File: src/rtl/stream_fifo_src.sv
// Elastic circular buffer feeding the streaming sum accumulator: valid/ready in,
// head presented straight from memory, last-tag tracking and a saturating stream count.
module stream_fifo_src #(
  parameter int WIDTH = 8,
  parameter int DEPTH = 4,
  parameter int AW    = 2
) (
  input  logic             clk,
  input  logic             nrst,
  input  logic             flush,
  input  logic             in_valid,
  output logic             in_ready,
  input  logic [WIDTH-1:0] in_data,
  input  logic             in_last,
  output logic             out_valid,
  input  logic             out_ready,
  output logic [WIDTH-1:0] out_data,
  output logic             out_last,
  output logic [AW:0]      count,
  output logic [7:0]       streams
);

  localparam logic [AW:0] FULL_CNT = (AW+1)'(DEPTH);

  logic [AW-1:0]             rd_ptr_q, rd_ptr_d, wr_ptr_q, wr_ptr_d;
  logic [AW:0]               count_q, count_d;
  logic [7:0]                streams_q, streams_d;
  logic [DEPTH-1:0][WIDTH:0] mem_q, mem_d;
  logic                      wr_en, rd_en;

  // in_ready looks only at occupancy, never at out_ready, so a full buffer
  // being drained still refuses the write until the following cycle.
  assign in_ready  = (count_q != FULL_CNT);
  assign out_valid = (count_q != '0);
  assign out_data  = out_valid ? mem_q[rd_ptr_q][WIDTH-1:0] : '0;
  assign out_last  = out_valid & mem_q[rd_ptr_q][WIDTH];
  assign count     = count_q;
  assign streams   = streams_q;

  assign wr_en = in_valid & in_ready;
  assign rd_en = out_valid & out_ready;

  always_comb begin
    rd_ptr_d  = rd_ptr_q;
    wr_ptr_d  = wr_ptr_q;
    count_d   = count_q;
    streams_d = streams_q;
    mem_d     = mem_q;
    if (flush) begin
      rd_ptr_d  = '0;
      wr_ptr_d  = '0;
      count_d   = '0;
      streams_d = '0;
    end else begin
      if (wr_en) begin
        mem_d[wr_ptr_q] = {in_last, in_data};
        wr_ptr_d        = wr_ptr_q + AW'(1);
      end
      if (rd_en) begin
        rd_ptr_d = rd_ptr_q + AW'(1);
        if (out_last && streams_q != 8'hff) streams_d = streams_q + 8'd1;
      end
      case ({wr_en, rd_en})
        2'b10:   count_d = count_q + (AW+1)'(1);
        2'b01:   count_d = count_q - (AW+1)'(1);
        default: count_d = count_q;
      endcase
    end
  end

  always_ff @(posedge clk or negedge nrst) begin
    if (!nrst) begin
      rd_ptr_q  <= '0;
      wr_ptr_q  <= '0;
      count_q   <= '0;
      streams_q <= '0;
    end else begin
      rd_ptr_q  <= rd_ptr_d;
      wr_ptr_q  <= wr_ptr_d;
      count_q   <= count_d;
      streams_q <= streams_d;
    end
  end

  // Storage needs no reset: nothing is visible until count says so.
  always_ff @(posedge clk) begin
    mem_q <= mem_d;
  end

endmodule
File: config.mk
export PLATFORM = sky130hd
export DESIGN_NAME = stream_fifo_src
export DESIGN_NICKNAME = d
export VERILOG_FILES = /design/src/rtl/stream_fifo_src.sv
export SDC_FILE = /design/constraint.sdc
export NUM_CORES = 1
export LEC_CHECK = 0
export ABC_CLOCK_PERIOD_IN_PS = 3300
export CORE_MARGIN = 5
export CORE_UTILIZATION = 57
export DETAILED_ROUTE_END_ITERATION = 8
export MAX_ROUTING_LAYER = met4
export PLACE_DENSITY = 0.84
export SLEW_MARGIN = 20
export SYNTH_ARGS = -nofsm -noshare
export SYNTH_HDL_FRONTEND = slang
export SYNTH_SLANG_ARGS = --single-unit
File: constraint.sdc
create_clock -name clk -period 3.3 [get_ports clk]
set_clock_uncertainty 0.1 [all_clocks]
set_input_delay 0.66 -clock clk [delete_from_list [all_inputs] [get_ports clk]]
set_output_delay 0.66 -clock clk [all_outputs]
set_load 0.03 [all_outputs]
==> results of run 1 <==
-- power by group through the flow --
stage          logic, mW  clock network [mW]  registers [mW]
6_report           0.786               0.417           0.809
5_1_grt            0.845               0.453           0.820
4_1_cts            0.797               0.424           0.810
3_5_place_dp       0.795                   0           0.825
3_3_place_gp       0.770                   0           0.819
2_1_floorplan      0.487                   0           0.833
-- worst max-delay path, cell delays in order (launching register included) --
cell             delay, ps
dfrtp_1                510
buf_4                  240
mux4_2                 510
nor2b_1                150
clkdlybuf4s50_1        590
-- synth_stat cells, types with 4 or more instances --
library cell and n:
edfxtp_1 36, dfrtp_1 15, nor2b_1 10, mux4_2 9, a21oi_1 8, nor2_1 7, ha_1 5, nand2_1 5
nand3_1 5, and2_1 4, inv_1 4, o21ai_0 4, o31ai_1 4
-- flip-flops by register name (all words and copies together) (netlist names) --
name	flops
rd_ptr_q	2
count	3
streams	8
wr_ptr_q	2
mem_q	36
-- area by class of cell --
type / count / area, um2
Fill cell: 246 / 976
Tap cell: 48 / 60.1
Clock inverter: 3 / 43.8
Timing Repair Buffer: 38 / 373
Inverter: 4 / 15.0
Sequential cell: 51 / 1460
Clock buffer: 5 / 68.8
Multi-Input combinational cell: 86 / 723
-- how the worst max path moves through the flow --
stage	start	endpoint	slack, ps	cells after the start
finish	rd_ptr_q[0]$_DFFE_PN0P_	out_data[5]	240	4
global route	rd_ptr_q[0]$_DFFE_PN0P_	out_data[5]	110	4
CTS	rd_ptr_q[0]$_DFFE_PN0P_	out_data[5]	200	4
detailed placement	rd_ptr_q[0]$_DFFE_PN0P_	out_data[5]	540	4
global placement	rd_ptr_q[0]$_DFFE_PN0P_	out_data[6]	570	4
floorplan	count[1]$_DFFE_PN0P_	count[2]$_DFFE_PN0P_	1020	6
-- logic make-up (layout without fill, tap and decap cells) --
kind of cell,after synthesis,count (layout),share of synthesized area [%]
buffers and inverters,10,50,2.30
multiplexers,12,12,10.5
AND/OR/NAND/NOR,44,44,11.2
AO/OA/AOI/OAI,20,20,5.50
flip-flops,51,51,65.3
XOR/XNOR,4,4,1.57
adder cells (fa/ha/maj),6,6,3.70
-- layout by cell type, fill, tap and decap left out, drive strengths merged --
| cell | instances |
|---|---|
| edfxtp | 36 |
| clkdlybuf4s50 | 35 |
| dfrtp | 15 |
| nor2b | 10 |
| mux4 | 9 |
| a21oi | 9 |
| nor2 | 7 |
| nand2 | 5 |
| nand3 | 5 |
| ha | 5 |
| clkbuf | 5 |
| inv | 4 |
| and2 | 4 |
| o31ai | 4 |
| o21ai | 4 |
| nor3 | 3 |
| or4 | 3 |
| or3 | 3 |
| buf | 3 |
| or3b | 2 |
| mux2i | 2 |
| xor2 | 2 |
| xnor2 | 2 |
| clkinv | 2 |
| nand4 | 1 |
| o31a | 1 |
| o211ai | 1 |
| and3 | 1 |
| mux2 | 1 |
| o21a | 1 |
| fa | 1 |
| bufinv | 1 |
-- layer usage --
| metal | global-route usage [%] | part of all wire, % | vias to the layer above |
|---|---|---|---|
| met5 | - | 0 | - |
| li1 | - | - | 637 |
| met2 | 28.6 | 54 | 36 |
| met4 | 8.40 | 1.2 | 0 |
| met3 | 3.74 | 4.2 | 4 |
| met1 | 20.3 | 40 | 686 |
==> summary by stage, run 1 <==
Floorplan
The floorplan step defined a die boundary enclosing 5260 um2. The core region is roughly 3700 um2. The starting density of the core is 60.0%.

The floorplan die height is 72.6 um. The row count is 22. The die extent in x is 72.6 um.

36 I/O pins were placed.

Clock tree
CTS saw 51 sinks. The number of cells upsized or downsized after cts is 0. The quantity of hold-fixing buffers added after cts is 0. The clock tree from TritonCTS is yes. The root buffer selected by CTS is clkbuf_8. The number of buffers created by CTS is 5. The number of levels the H-tree was split into is 2. The maximum number of buffers from clock root to sink is 2. After clock tree synthesis, the clock-pin slew on the worst setup and hold paths is 80 ps. For the worst-skew pair, the clock arrives at the later sink with an insertion delay of 300 ps. The number of buffers added for setup after CTS is 0.

Synth
The cell area that synthesis handed to floorplanning was 2230 um2. Sorting the synthesized cells by area gives the leading types as edfxtp_1, dfrtp_1, mux4_2, ha_1, nor2b_1. During synthesis, Yosys emitted a total of 0 warnings.

The proportion of register bits with asynchronous set or reset after synthesis is 29.4%. The number of nets handed over by synthesis was 167. The area fraction of the dominant cell type after synthesis is 48.5%. Averaged over all synthesized cells, the footprint is 15.2 um2. The most used flip-flop cell after synthesis is edfxtp_1. In this run, synthesis produced a sequential element count of 51. The synthesized instance count is 147.

The largest total area in the synthesized netlist belongs to edfxtp_1. The count of cell types in the netlist is 32. For this run, the register share of the synthesized area comes to 65.3%. Counting flops with a built-in enable in the synthesized netlist gives 36.

Critical path
The register-to-register path setup slack is between 1000 and 1500 ps. The worst setup path is launched from a flop. The signal arrival time at the worst endpoint is roughly 2300 ps.

The largest driver fanout on the critical path is 6. The number of cells on the worst reg-to-reg path is 4. Data on the critical path is required at its endpoint by between 2000 and 3000 ps. The setup path with the least slack is of type reg2out. The capture instance of the worst register-to-register path is streams[7]$_DFFE_PN0P_.

The worst register-to-register path begins at rd_ptr_q[1]$_DFFE_PN0P_. The worst setup path is captured at an output pin.

Pwr
The share of total power dissipated in the clock network is 20.7%. The total internal power is 1.33 mW. Power spread over the standard cell area amounts to 734 nW/um2.

The worst-case IR drop observed on VDD is 433 uV. Of the total power, the share spent switching nets is 33.9%. The leakage component of the power is 0.963 nW. The part of the power in registers is 40.2%.

The total power draw is 2.01 mW. Summed over all nets, the switching power comes to a little under 0.7 mW. Of the total power, combinational logic draws 39.1%.

Global route
The number of global-route vias before repair was 1421. The global routing usage summed across all routing layers is 17.4%. The total overflow left after global routing is 0. The maximum number of pins on one net before global-route repair is 17.

The first global-routing pass estimated 6530 um of wire. The number of antenna violations at the first check in global routing is 0.

Timing
Static timing analysis puts the maximum clock frequency at 326 MHz. Headroom to the max-slew limit came out at a little under two fifths. Setup repair after global routing left no endpoint under its margin. The measured slew at the worst slew-check pin is 940 ps. Of the available clock period, the critical path in the final layout requires 92.8%. Setup violations remaining at the end of the flow were counted as 0. The total count of max-transition violations in the final report came to 0. After routing, the total negative slack on setup checks comes to 0 ps. The clock period minus final worst setup slack is 3060 ps.

The worst setup slack after layout is 237 ps. The final hold violation count is 0. The hold slack is 506 ps.

Drt
Summing over every cut layer, the via total after detailed routing is 1363. The post-detailed-route wirelength per cell is 17.5 um. The final layout contains routed wiring with a total length of 4110 um. Before antenna repair, the detailed router went through 6 iterations. The post-detailed-route via-to-cell ratio is 5.80. The first routing iteration left 166 violations. The count of nets left with antenna violations once routing finished came out at 0.

After detailed routing, the number of remaining DRC violations is 0.

Layout
The total non-filler cell area in the finished layout is roughly 2700 um2. The synthesis-to-layout area growth is 22.8%. The final instance count without filler cells is 235.

The layout cell share with drive strength beyond 1 is 11.8%. The repair_antennas step left the layout with diodes totalling 0. For this run, the share of the core covered by cells in the final layout is 73.7%.

The number of nets in the layout is 206.

Outcome
The run finished with clean final reports.

Placed design
The standard cell area after detailed placement is between 2000 and 3000 um2. Once placement completed, the tool counted placed cells totaling 227. Routability-driven placement finished with a final weighted congestion of about 0.84. OpenSTA, run right after detailed placement, puts the worst setup slack at 539 ps.

Detailed placement finished with a half-perimeter wire length of 2950 um. In this run the tool buffered the top-level ports with 35 buffer cells.

Min path
The worst hold path passes through 2 cells. The launch instance of the worst min-delay path is streams[6]$_DFFE_PN0P_. For hold timing, the worst endpoint is streams[6]$_DFFE_PN0P_. The type of the tightest min-delay check is reg2reg.

Job
Max-cap violations in this run came to 0.
(Power assumes the default switching activity.)
==> run 2, diff against run 1 <==
--- a/config.mk
+++ b/config.mk
@@ -5,12 +5,12 @@
 export SDC_FILE = /design/constraint.sdc
 export NUM_CORES = 1
 export LEC_CHECK = 0
-export ABC_CLOCK_PERIOD_IN_PS = 3300
+export ABC_CLOCK_PERIOD_IN_PS = 2800
 export CORE_MARGIN = 5
-export CORE_UTILIZATION = 57
+export CORE_UTILIZATION = 47
 export DETAILED_ROUTE_END_ITERATION = 8
 export MAX_ROUTING_LAYER = met4
-export PLACE_DENSITY = 0.84
+export PLACE_DENSITY = 0.74
 export SLEW_MARGIN = 20
 export SYNTH_ARGS = -nofsm -noshare
 export SYNTH_HDL_FRONTEND = slang
==> constraint.sdc (replaced) <==
create_clock -name clk -period 2.8 [get_ports clk]
set_clock_uncertainty 0.1 [all_clocks]
set_input_delay 0.56 -clock clk [delete_from_list [all_inputs] [get_ports clk]]
set_output_delay 0.56 -clock clk [all_outputs]
set_load 0.03 [all_outputs]
==> summary by stage, run 2 (synthesis results as in run 1) <==
Outcome
The flow ran to the end, and the final reports show no timing, DRC or antenna violations.

Layout
The library cell used most frequently in the layout, excluding fill and tap cells, is edfxtp_1. The final instance count without filler cells is 244 (+3.8%). The final design utilization was 59.2% (-14 points). The flip-flop count of the largest register after layout came to 36 (unchanged). The area of combinational cells with multiple inputs was 723 um2 (unchanged). Compared with the post-synthesis result, the final layout area differs by 23.8%. The diode insertion count for antenna repair came to 0 (unchanged).

The footprint of the flip-flops and latches is 1460 um2 (about the same). The number of nets in the layout is 209 (+1.5%). The number of fillers in the final layout came to 374 (+52%).

The top register by number of flip-flops is mem_q. The layout cell share with drive strength beyond 1 is 13.7% (+1.9 points). In the layout the commonest cells are edfxtp_1, clkdlybuf4s50_1, dfrtp_1.

Clock tree
The clock latency of the later-clocked register in the worst-skew pair is 300 ps (about the same). The sink count of the clock tree is 51 (unchanged). The clock transition at the register clock pins on the worst setup and hold paths after CTS is 80 ps (about the same). TritonCTS built the clock tree. The quantity of hold-fixing buffers added after cts is 0 (unchanged). The number of buffers added for setup after CTS is 0 (unchanged).

The number of buffers created by CTS is 5 (unchanged). The maximum number of buffers from clock root to sink is 2 (unchanged). The number of cells upsized or downsized after cts is 9 (+9).

The number of levels the H-tree was split into is 2 (unchanged). The root buffer selected by CTS is clkbuf_8.

Floorplan
The core region area was 4660 um2 (+25%). The row count was 25 (+14%). The floorplan die height is 78.9 um (+8.7%). The die extent in x is 78.9 um (+8.7%). The die outline area is 6220 um2 (+18%). The I/O pin count is 36 (unchanged).

The starting density of the core is 47.9% (-12 points).

Drt
The detailed router's first-iteration violation count was 135 (-19%). The post-detailed-route wirelength per cell was 17.6 um (+0.84%). The DRC violation count after routing is 0 (unchanged). The number of optimization iterations in the first detailed-route pass is 4 (-2). The antenna violation net count after detailed routing came to 0 (unchanged). The post-detailed-route via-to-cell ratio is 5.56 (-4.1%). The total via count in the routed design is 1357 (-0.44%). The wire length reported by the detailed router is 4300 um (+4.7%).

Pwr
The total power divided by cell area came to 853 nW/um2 (+16%). The worst vdd rail ir drop is 419 uV (-3.3%). The leakage component of the power came to 1.00 nW (+4.3%).

Critical path
By startpoint and endpoint, the worst setup path is classified as reg2out. The register-to-register path setup slack is 570 ps (-480 ps). The worst setup path is launched from a flop. The capture instance of the worst register-to-register path is count[2]$_DFFE_PN0P_.

The signal arrival time at the worst endpoint is 1960 ps (-340 ps). The critical path goes through nor3_1, buf_4, nor2b_1, clkdlybuf4s50_1. The launching point of the worst reg2reg path is count[1]$_DFFE_PN0P_.

The instance count on the critical path is 4 (unchanged). The kind of cell with the highest combined delay on the critical path is buffers and inverters. The nature of the critical path endpoint is an output pin. The required time of the critical path is 2140 ps (-400 ps).

The largest driver fanout on the critical path is 7 (+1). The cell count of the worst reg-to-reg path is 5 (+1). The worst-path cell with the longest stage delay is clkdlybuf4s50_1.

The biggest cell delay along the critical path came to 590 ps (about the same). The sum of buffers and inverters on the critical path is 2 (unchanged).

Timing
The measured slew at the worst slew-check pin is 685 ps (-255 ps). The setup-violating endpoint count in the final report was 0 (unchanged). For this run, the top clock speed supported by timing is 381 MHz. Setup repair after global routing left no endpoint under its margin. The clock period minus final worst setup slack is 2620 ps. The worst relative slew slack came to 54.1% (+17 points).

The final hold violation count is 0 (unchanged). The total negative slack for setup checks came to 0 ps (unchanged). The total count of max-transition violations in the final report is 0 (unchanged).

The final clock period utilization by the worst path is 93.7%.

Placed design
The weighted congestion at the end of routability-driven global placement is 0.773 (-7.4%). The cell count after placement is 236 (+4.0%). The count of port buffers added during placement is 35 (unchanged).

The HPWL reported at the end of detailed placement came to 2950 um (about the same).

Min path
The path class of the tightest hold or removal check is reg2reg. The launch instance of the worst min-delay path is wr_ptr_q[1]$_DFFE_PN0P_. The worst hold path terminates at wr_ptr_q[1]$_DFFE_PN0P_. The number of stages on the worst hold path is 2 (unchanged).

Global route
The number of global-route vias before repair is 1430 (+0.63%). The maximum number of pins on one net before global-route repair is 17 (unchanged). The number of antenna violations at the first check in global routing is 0 (unchanged). The global-route wire length before repair is 7120 um (+9.0%). The global routing usage summed across all routing layers came to 15.3% (-2.1 points). The global-route congestion overflow total is 0 (unchanged).

Job
The number of maximum-capacitance constraint violations is 0 (unchanged).
## run 2: cell types whose count changed in the layout (fill, tap and decap cells not counted)
cell / delta
buf_4: +3
clkinv_4: -1
clkdlybuf4s50_1: -8
clkbuf_8: +1
dlygate4sd2_1: +8
clkbuf_16: +1
bufinv_16: -1
dfrtp_1: -1
dfrtp_2: +1
## run 2: worst max path at each step
stage | start | end | slack [ps]
4_1_cts | rd_ptr_q[1]$_DFFE_PN0P_ | out_last | 160
3_5_place_dp | rd_ptr_q[0]$_DFFE_PN0P_ | out_data[0] | 300
3_3_place_gp | rd_ptr_q[0]$_DFFE_PN0P_ | out_data[4] | 320
2_1_floorplan | count[1]$_DFFE_PN0P_ | count[2]$_DFFE_PN0P_ | 520
6_report | count[1]$_DFFE_PN0P_ | out_last | 180
5_1_grt | count[1]$_DFFE_PN0P_ | out_valid | 90
## run 2: tightest hold or removal path, stage by stage, from the launching register on
cell and delay [ps]:
dfrtp_1 420, nand2_1 70, a21oi_1 60
## run 2: area by class of cell
| type | count | share of cell area (%) |
|---|---|---|
| inverters | 4 | 0.544 |
| multi-input cells | 86 | 26.2 |
| clock buffers | 7 | 3.90 |
| clock inverters | 1 | 0.181 |
| repair buffers | 41 | 14.0 |
| well taps | 54 | 2.45 |
| flip-flops and latches | 51 | 52.8 |
## run 2: through the flow
step / area [um2] / total power [mW] / hold WS, ps / worst slack, ps
floorplan: 2230 / 1.56 / 164 / 516
global placement: 2660 / 1.92 / 453 / 319
detailed placement: 2660 / 1.95 / 465 / 297
CTS: 2760 / 2.39 / 478 / 160
global route: 2760 / 2.48 / 501 / 89.6
finish: 2760 / 2.35 / 475 / 175
## run 2: metal layers
layer / routed length (um) / GRT usage, %
met2: 2140 / 25.0
met5: 0 / -
met3: 227 / 4.31
met4: 8 / 3.09
met1: 1930 / 19.4
## run 2: where the power goes
group          total (mW)  internal, mW  switching (mW)
clock network       0.486         0.253           0.232
registers           0.945         0.877          0.0683
logic               0.923         0.404           0.519
